$ cat src/rtl/tile_addr_gen_pkg.sv
// Shared definitions for the tile address generator: FSM encoding and the
// tile element count derived from the three loop bounds.
package tile_addr_gen_pkg;

  typedef enum logic [1:0] {
    ST_IDLE  = 2'd0,
    ST_RUN   = 2'd1,
    ST_DRAIN = 2'd2
  } state_e;

  function automatic int unsigned calc_total(input int unsigned n0,
                                             input int unsigned n1,
                                             input int unsigned n2);
    return n0 * n1 * n2;
  endfunction

endpackage

$ cat src/rtl/tile_addr_fifo.sv
// Synchronous show-ahead FIFO: the head entry is visible on rdata_o whenever
// the FIFO is non-empty, and reads as zero when empty.
module tile_addr_fifo #(
  parameter int unsigned WIDTH = 16,
  parameter int unsigned DEPTH = 8
) (
  input  logic                     clk,
  input  logic                     rst,
  input  logic                     push_i,
  input  logic [WIDTH-1:0]         wdata_i,
  input  logic                     pop_i,
  output logic [WIDTH-1:0]         rdata_o,
  output logic [$clog2(DEPTH):0]   count_o,
  output logic                     full_o,
  output logic                     empty_o
);

  localparam int unsigned PW = $clog2(DEPTH);

  logic [WIDTH-1:0] mem_q [DEPTH];
  logic [PW-1:0]    wptr_q, rptr_q;
  logic [PW:0]      count_q;
  logic             do_push, do_pop;

  assign empty_o = (count_q == '0);
  assign full_o  = (count_q == (PW+1)'(DEPTH));
  assign count_o = count_q;

  // A push into a full FIFO is legal only when the head leaves in the same cycle.
  assign do_pop  = pop_i && !empty_o;
  assign do_push = push_i && (!full_o || do_pop);

  assign rdata_o = empty_o ? '0 : mem_q[rptr_q];

  // NOTE: sequential state uses <= so every register sees pre-edge values,
  // independent of the order in which processes are evaluated.
  always_ff @(posedge clk or posedge rst) begin
    if (rst) begin
      wptr_q  <= '0;
      rptr_q  <= '0;
      count_q <= '0;
    end else begin
      if (do_push) wptr_q <= wptr_q + PW'(1);
      if (do_pop)  rptr_q <= rptr_q + PW'(1);
      count_q <= count_q + (PW+1)'(do_push) - (PW+1)'(do_pop);
    end
  end

  // NOTE: the storage array has no reset; occupancy is tracked by the pointers
  // and count, and an empty FIFO never exposes stale entries.
  always_ff @(posedge clk) begin
    if (do_push) mem_q[wptr_q] <= wdata_i;
  end

endmodule

$ cat src/rtl/tile_addr_gen.sv
// Tile address generator: paces the upstream nested counter, maps each valid
// (cnt2, cnt1, cnt0) tuple to base + cnt2*stride2 + cnt1*stride1 + cnt0.
module tile_addr_gen
  import tile_addr_gen_pkg::*;
#(
  parameter int unsigned CW         = 16,
  parameter int unsigned AW         = 16,
  parameter int unsigned N0_MAX     = 4,
  parameter int unsigned N1_MAX     = 2,
  parameter int unsigned N2_MAX     = 2,
  parameter int unsigned FIFO_DEPTH = 8
) (
  input  logic          clk,
  input  logic          rst,
  input  logic          start,
  input  logic [AW-1:0] base_addr,
  input  logic [AW-1:0] stride1,
  input  logic [AW-1:0] stride2,
  output logic          cnt_ena,
  input  logic [CW-1:0] cnt0,
  input  logic [CW-1:0] cnt1,
  input  logic [CW-1:0] cnt2,
  output logic [AW-1:0] addr_out,
  output logic          addr_valid,
  input  logic          addr_ready,
  output logic          busy,
  output logic          done
);

  localparam int unsigned TOTAL = calc_total(N0_MAX, N1_MAX, N2_MAX);
  localparam int unsigned CNTW  = $clog2(FIFO_DEPTH) + 1;

  state_e          state_q, state_d;
  logic [AW-1:0]   base_q, stride1_q, stride2_q;
  logic [31:0]     vcnt_q, vcnt_d;
  logic            cnt_ena_q, cnt_ena_d;
  logic            busy_q, done_q, done_d, start_ok;

  logic            pend_q, p2_vld_q, p3_vld_q;
  logic [AW-1:0]   prod2_q, prod1_q, c0_q, sum_q;
  logic            tuple_ok, accept;
  logic [1:0]      inflight, inflight_d;

  logic [CNTW-1:0] fifo_count, fifo_count_d;
  logic            fifo_empty, fifo_pop, unused_fifo_full;

  tile_addr_fifo #(
    .WIDTH (AW),
    .DEPTH (FIFO_DEPTH)
  ) u_fifo (
    .clk     (clk),
    .rst     (rst),
    .push_i  (p3_vld_q),
    .wdata_i (sum_q),
    .pop_i   (fifo_pop),
    .rdata_o (addr_out),
    .count_o (fifo_count),
    .full_o  (unused_fifo_full),
    .empty_o (fifo_empty)
  );

  assign addr_valid = !fifo_empty;
  assign fifo_pop   = addr_valid && addr_ready;
  assign cnt_ena    = cnt_ena_q;
  assign busy       = busy_q;
  assign done       = done_q;

  always_comb begin
    // NOTE: every variable written here gets a default first, so no branch
    // can leave one unassigned and infer a latch.
    tuple_ok = (cnt0 < CW'(N0_MAX)) && (cnt1 < CW'(N1_MAX)) && (cnt2 < CW'(N2_MAX));
    accept   = pend_q && tuple_ok;

    inflight     = 2'(pend_q) + 2'(p2_vld_q) + 2'(p3_vld_q);
    inflight_d   = 2'(cnt_ena_q) + 2'(accept) + 2'(p2_vld_q);
    fifo_count_d = fifo_count + CNTW'(p3_vld_q) - CNTW'(fifo_pop);

    state_d  = state_q;
    vcnt_d   = vcnt_q + 32'(accept);
    done_d   = 1'b0;
    start_ok = 1'b0;

    unique case (state_q)
      ST_IDLE: begin
        if (start) begin
          state_d  = ST_RUN;
          vcnt_d   = '0;
          start_ok = 1'b1;
        end
      end
      ST_RUN: begin
        if (vcnt_q == TOTAL) state_d = ST_DRAIN;
      end
      ST_DRAIN: begin
        if (inflight == 2'd0 && fifo_empty) begin
          state_d = ST_IDLE;
          done_d  = 1'b1;
        end
      end
      default: state_d = ST_IDLE;
    endcase

    // cnt_ena is registered, so the credit rule is evaluated on next-cycle
    // occupancy; the pulse then lands exactly when the rule holds.
    cnt_ena_d = (state_d == ST_RUN)
             && ((32'(inflight_d) + 32'(fifo_count_d)) < FIFO_DEPTH)
             && ((vcnt_d + 32'(inflight_d)) < TOTAL);
  end

  always_ff @(posedge clk or posedge rst) begin
    if (rst) begin
      state_q   <= ST_IDLE;
      vcnt_q    <= '0;
      cnt_ena_q <= 1'b0;
      busy_q    <= 1'b0;
      done_q    <= 1'b0;
      pend_q    <= 1'b0;
      p2_vld_q  <= 1'b0;
      p3_vld_q  <= 1'b0;
    end else begin
      state_q   <= state_d;
      vcnt_q    <= vcnt_d;
      cnt_ena_q <= cnt_ena_d;
      busy_q    <= (state_d != ST_IDLE);
      done_q    <= done_d;
      pend_q    <= cnt_ena_q;
      p2_vld_q  <= accept;
      p3_vld_q  <= p2_vld_q;
    end
  end

  always_ff @(posedge clk or posedge rst) begin
    if (rst) begin
      base_q    <= '0;
      stride1_q <= '0;
      stride2_q <= '0;
      prod2_q   <= '0;
      prod1_q   <= '0;
      c0_q      <= '0;
      sum_q     <= '0;
    end else begin
      if (start_ok) begin
        base_q    <= base_addr;
        stride1_q <= stride1;
        stride2_q <= stride2;
      end
      // Products and the final sum wrap mod 2^AW by construction.
      if (accept) begin
        prod2_q <= AW'(cnt2) * stride2_q;
        prod1_q <= AW'(cnt1) * stride1_q;
        c0_q    <= AW'(cnt0);
      end
      if (p2_vld_q) sum_q <= base_q + prod2_q + prod1_q + c0_q;
    end
  end

endmodule
$ cat config.mk
export PLATFORM = sky130hd
export DESIGN_NAME = tile_addr_gen
export DESIGN_NICKNAME = d
export VERILOG_FILES = /design/src/rtl/tile_addr_gen_pkg.sv /design/src/rtl/tile_addr_fifo.sv /design/src/rtl/tile_addr_gen.sv
export SDC_FILE = /design/constraint.sdc
export NUM_CORES = 1
export LEC_CHECK = 0
export BUFFER_PORTS_ARGS = -buffer_cell sky130_fd_sc_hd__buf_2
export CORE_MARGIN = 1.5
export CORE_UTILIZATION = 47
export DETAILED_ROUTE_END_ITERATION = 16
export PLACE_DENSITY = 0.66
export SYNTH_ARGS = -nofsm -noshare
export SYNTH_HDL_FRONTEND = slang
export SYNTH_HIERARCHICAL = 1
export SYNTH_SLANG_ARGS = --single-unit
$ cat constraint.sdc
create_clock -name clk -period 5.35 [get_ports clk]
set_clock_uncertainty 0.05 [all_clocks]
set_input_delay 0.8025 -clock clk [delete_from_list [all_inputs] [get_ports clk]]
set_output_delay 0.8025 -clock clk [all_outputs]
set_load 0.05 [all_outputs]
**Word level (Yosys, flattened, before mapping)**

Memories as Yosys holds them, arrays and structs flattened.
Cells that the tools add are included.

- Input port bits: 100
- RAM bits: 128
- Memories: 1
- Register bits: 162
- Word-level logic and storage cells: 76
- Output and inout bits: 20

- Multiply operators: 2
- Equality and inequality tests: 5
- Multiplexer cells: 13
- Reduce and logical (&&, ||, !) cells: 16
- Add/sub/neg operators: 16
- Order comparisons: 5

Memories:

| memory | depth | bits a word | rd ports | clocked after Yosys merged registers in | write ports | RTL line | text |
|---|---|---|---|---|---|---|---|
| u_fifo.mem_q | 8 | 16 | 1 | 0 | 1 | tile_addr_fifo.sv:20 | `logic [WIDTH-1:0] mem_q [DEPTH];` |

Operator list:

| kind | count |
|---|---|
| 32-bit two-way mux | 2 |
| 16-bit adder | 3 |
| 32-bit by 1-bit adder with 32-bit output | 1 |
| 32-bit by 2-bit adder with 32-bit output | 1 |
| 32-bit by 5-bit == test with 1-bit output (second input constant) | 1 |
| 16-bit by 2-bit less-than comparator with 1-bit output (second input constant) | 2 |
| 32-bit by 5-bit less-than comparator with 1-bit output (second input constant) | 1 |
| 16-bit by 16-bit multiplier with 16-bit output | 2 |
| 16-bit by 3-bit less-than comparator with 1-bit output (second input constant) | 1 |
| 16-bit two-way mux | 1 |
| 1-bit logical AND | 9 |
| 4-bit by 1-bit adder with 4-bit output | 2 |
| 4-bit by 1-bit subtractor with 4-bit output | 2 |
| 3-bit by 1-bit adder with 3-bit output (second input constant) | 2 |
| 1-bit two-way mux | 6 |
| 2-bit two-way mux | 3 |
| 2-bit one-hot mux with 3 select lines | 1 |
| 2-bit by 4-bit adder with 5-bit output | 1 |
| 5-bit by 4-bit less-than comparator with 1-bit output (second input constant) | 1 |
| 1-bit by 1-bit adder with 2-bit output | 2 |
| 2-bit by 1-bit adder with 2-bit output | 2 |
| 2-bit by 1-bit == test with 1-bit output (second input constant) | 2 |
| 4-bit == test (second input constant) | 1 |
| 2-bit zero test | 2 |
| 5 further kinds | 6 |

**Longest topological paths before layout**

- Depth in word-level cells: 10
- Depth in mapped cells: 22
- Depth with buffers taken out: 21

**By module**

The synthesis kept the hierarchy.

By module, submodules not included:

| module | times used | cells an instance | area an instance (µm²) |
|---|---|---|---|
| tile_addr_gen | 1 | 1786 | 16092.9 |
| tile_addr_fifo | 1 | 248 | 5432.7 |

**Least setup slack after synthesis**

Ideal clock, no wire load.

- Path kind: input to register
- From: in cnt2[7]
- To: reg prod2_q[14]
- Data required time: 5.217 ns
- Library setup time: 0.083 ns
- Arrival time: 5.587 ns
- Cell stages on the path: 19
- Path slack: -0.369 ns
- Buffers on the path: 1
- Path through: clkbuf_1 nand2_1 fa_1 inv_1 fa_1 inv_1 fa_1 inv_1 fa_1 inv_1 fa_1 inv_1 fa_1 ha_1 or3_1 a2111oi_0 nor3b_1 xnor2_1 o21ai_0

- Word-level cells in the longest chain between the ends: 3

Ends and longest elaborated chain:

| element | RTL line | text |
|---|---|---|
| start, declared | tile_addr_gen.sv:22 | `input logic [CW-1:0] cnt2,` |
| parallel branches: the longest is 3 deep, another holds 16-bit by 16-bit multiplier with 16-bit output | - |  |
| end signal, assigned | tile_addr_gen.sv:149 | `prod2_q <= AW'(cnt2) * stride2_q;` |
| end, declared | tile_addr_gen.sv:40 | `logic [AW-1:0] prod2_q, prod1_q, c0_q, sum_q;` |

Several ways; the timed one is not identified.
A chain may end at the register's enable or synchronous reset.

**Worst setup path in the final report**

- From: reg stride2_q[5]
- To: reg prod2_q[13]

- Word-level cells in the longest chain between the ends: 1

Ends and longest elaborated chain:

| element | RTL line | text |
|---|---|---|
| start, declared | tile_addr_gen.sv:34 | `logic [AW-1:0] base_q, stride1_q, stride2_q;` |
| start signal, assigned | tile_addr_gen.sv:145 | `stride2_q <= stride2;` |
| 16-bit by 16-bit multiplier with 16-bit output | tile_addr_gen.sv:149 |  |

Every way passes these cells.

==> results.md <==
- RSZ-0062 raised after global routing: true
- Leak: 12.1 nW
- CP Capture Type: register
- Rel. slew slack: 29.7%
- H-tree levels: 2
- I/O pins: 120
- WL/cell: 17.5 µm
- Fmax: 192 MHz
- Peak VDD IR: 0.504 mV
- Routed vias/inst: 5.22
- Final layout net count: 2664
- DP Worst Slack: -0.390 ns
- Final ANT Viol Nets: 0
- Initial antenna violation count: 0
- WS Path Type: reg2reg
- Clk sinks: 290
- Fraction of layout cells with a size suffix above 1: about a fifth
- Hold-fix buffers, CTS: 0
- Placement Rows: slightly below 80
- Total GRT Usage: 22.3%
- Vias in the first global route: 16.0k
- CP Max Fanout: 7
- First-pass GRT wire length: 82.7 mm
- Final hold vios: 0
- Starting Density: 47.5%
- Status: finished, final reports clean
- Final worst path period share: 97.3%
- Slew at the pin with the worst max-slew slack: 1.05 ns
- Final core occ: approximately 56%
- Cell area after synthesis: 0.0215 mm²
- Die area: 0.0471 mm²
- Most used cell, CP: fa_1
- Max incr delay on CP: 0.54 ns
- Net Count, Synth: 2455
- Buffers on Ports: 119
- Longest Clk Path Bufs: 3
- CTS root buf: clkbuf_16
- Crit path launch type: register
- DRT iter0 DRCs: about 850
- Slowest-stage cell, CP: fa_2
- Syn Area/Cell: approximately 11 µm²
- Synth-to-layout area growth: 17.1%
- Die X-Extent: around 220 µm
- CTS buffer count: 36
- Syn Inst Count: 2033
- Chip height: 217 µm
- Max-slew violations: 0
- Critical path, cell by cell: buf_4, and2_4, fa_2, inv_2, fa_2, inv_2, fa_1, fa_1, inv_1, fa_1, fa_1, inv_1, ha_4, o21a_1, a41oi_2, nor2b_4, xor2_1, o21ai_1
- CORE AREA: 0.0453 mm²
- Power Density: 434 mW/mm²
- DP Wirelength: 38.5 mm
- Yosys warns: 6
- Diodes inserted: 0
- Vias post-DR: 15.0k
- Hold/Removal Path Class: in2async
- CTS clk-pin slew, worst paths: 0.06 ns
- Arrival time of the worst setup path: roughly 5.5 ns
- CTS tree: built
- Max-cap violations: 0
- Post-route setup slack: 0.147 ns
- Detailed Routing Iterations Pass 1: 5
- WP data required: between 5 and 6 ns
- Worst skew pair latency: 0.55 ns
- Flop2flop setup slack: 0.15 ns
- Grt total ovfl: 0
- Post-Route WL: 50.3 mm
- Remaining DRCs: 0
- RD Place Congestion: 0.929
- # fillers: 3973
- Final Setup Violations: 0
- Tmin final: 5.20 ns
- Largest net degree at the start of global routing: 91
placed cells by master (no fill, tap or decap), types with 32 or more instances in the layout:
| master | n |
|---|---|
| and2_1 | 118 |
| buf_2 | 119 |
| buf_4 | 137 |
| clkbuf_16 | 36 |
| dfrtp_1 | 154 |
| edfxtp_1 | 128 |
| fa_1 | 189 |
| ha_1 | 119 |
| inv_1 | 247 |
| mux4_2 | 32 |
| nand2_1 | 381 |
| nor2_1 | 45 |
| xnor2_1 | 95 |
| xor2_1 | 35 |
state kept, by name, indices dropped and copies added (netlist names), 4 cells and up:
signal and flops:
prod2_q 16, sum_q 16, vcnt_q 32, stride2_q 16, base_q 16, u_fifo/count_o 4, prod1_q 16, c0_q 16
u_fifo/mem_q 128, stride1_q 16
layer usage:
metal	routed length [µm]	global-route usage, %	share of wire (%)
met1	21500	28.6	43
met2	25000	38.7	50
met3	2530	3.80	5.0
met4	1240	6.46	2.5
met5	0	0	0
metrics by stage:
stage	hold WS (ns)	cell area [µm²]	cells	total power, mW	TNS (ns)
finish	0.234	25200	2870	10.9	0
CTS	0.223	24900	2858	10.9	0
floorplan	0.395	21900	2033	6.70	-0.257
global route	0.256	25200	2870	11.9	-0.0837
detailed placement	0.426	23700	2792	8.32	-2.90
global placement	0.421	23700	2792	8.17	-2.35
power breakdown:
part	internal [mW]	switching, mW	leakage, nW
combinational	3.00	2.88	7.89
clock	1.46	1.01	0.584
sequential	2.39	0.204	3.65
total	6.85	4.09	12.1
worst max-delay path: cells and delay by family, from the launching register on:
kind                       cells  cell delay, ns
AOI/OAI and AO/OA              3            0.40
DFF                            1            0.48
xor gates and xnor gates       1            0.16
adders and majority gates      7            3.26
buffers and inverters          5            0.35
and+or+nand+nor                2            0.34
timing repair:
action	in CTS	in global routing
buffers inserted	0	12
endpoints found under the setup margin	3	8
pin swaps	0	20
resized for setup	3	25
final timing paths:
| kind | end | cells after the start | startpoint |
|---|---|---|---|
| worst min register to register | stride1_q[14]$_DFFE_PP0P_ | 2 | stride1_q[14]$_DFFE_PP0P_ |
| max in group asynchronous | stride2_q[4]$_DFFE_PP0P_ | 3 | rst |
| worst min-delay path | u_fifo/count_o[1]$_DFF_PP0_ | 2 | rst |
| min in group clk | stride1_q[2]$_DFFE_PP0P_ | 3 | stride1[2] |
| worst max-delay path | prod2_q[13]$_DFFE_PP0P_ | 18 | stride2_q[5]$_DFFE_PP0P_ |
| worst max register to register | prod2_q[13]$_DFFE_PP0P_ | 18 | stride2_q[5]$_DFFE_PP0P_ |
layout make-up:
cell class,instances,area [µm²],area share [%]
Timing Repair Buffer,266,1790,7.12
Inverter,252,951,3.77
Multi-Input combinational cell,1396,12600,49.9
Clock inverter,24,249,0.988
Clock buffer,42,963,3.82
Sequential cell,290,7910,31.4
Tap cell,600,751,2.98
Note: power is estimated with default switching activity, not from simulation.
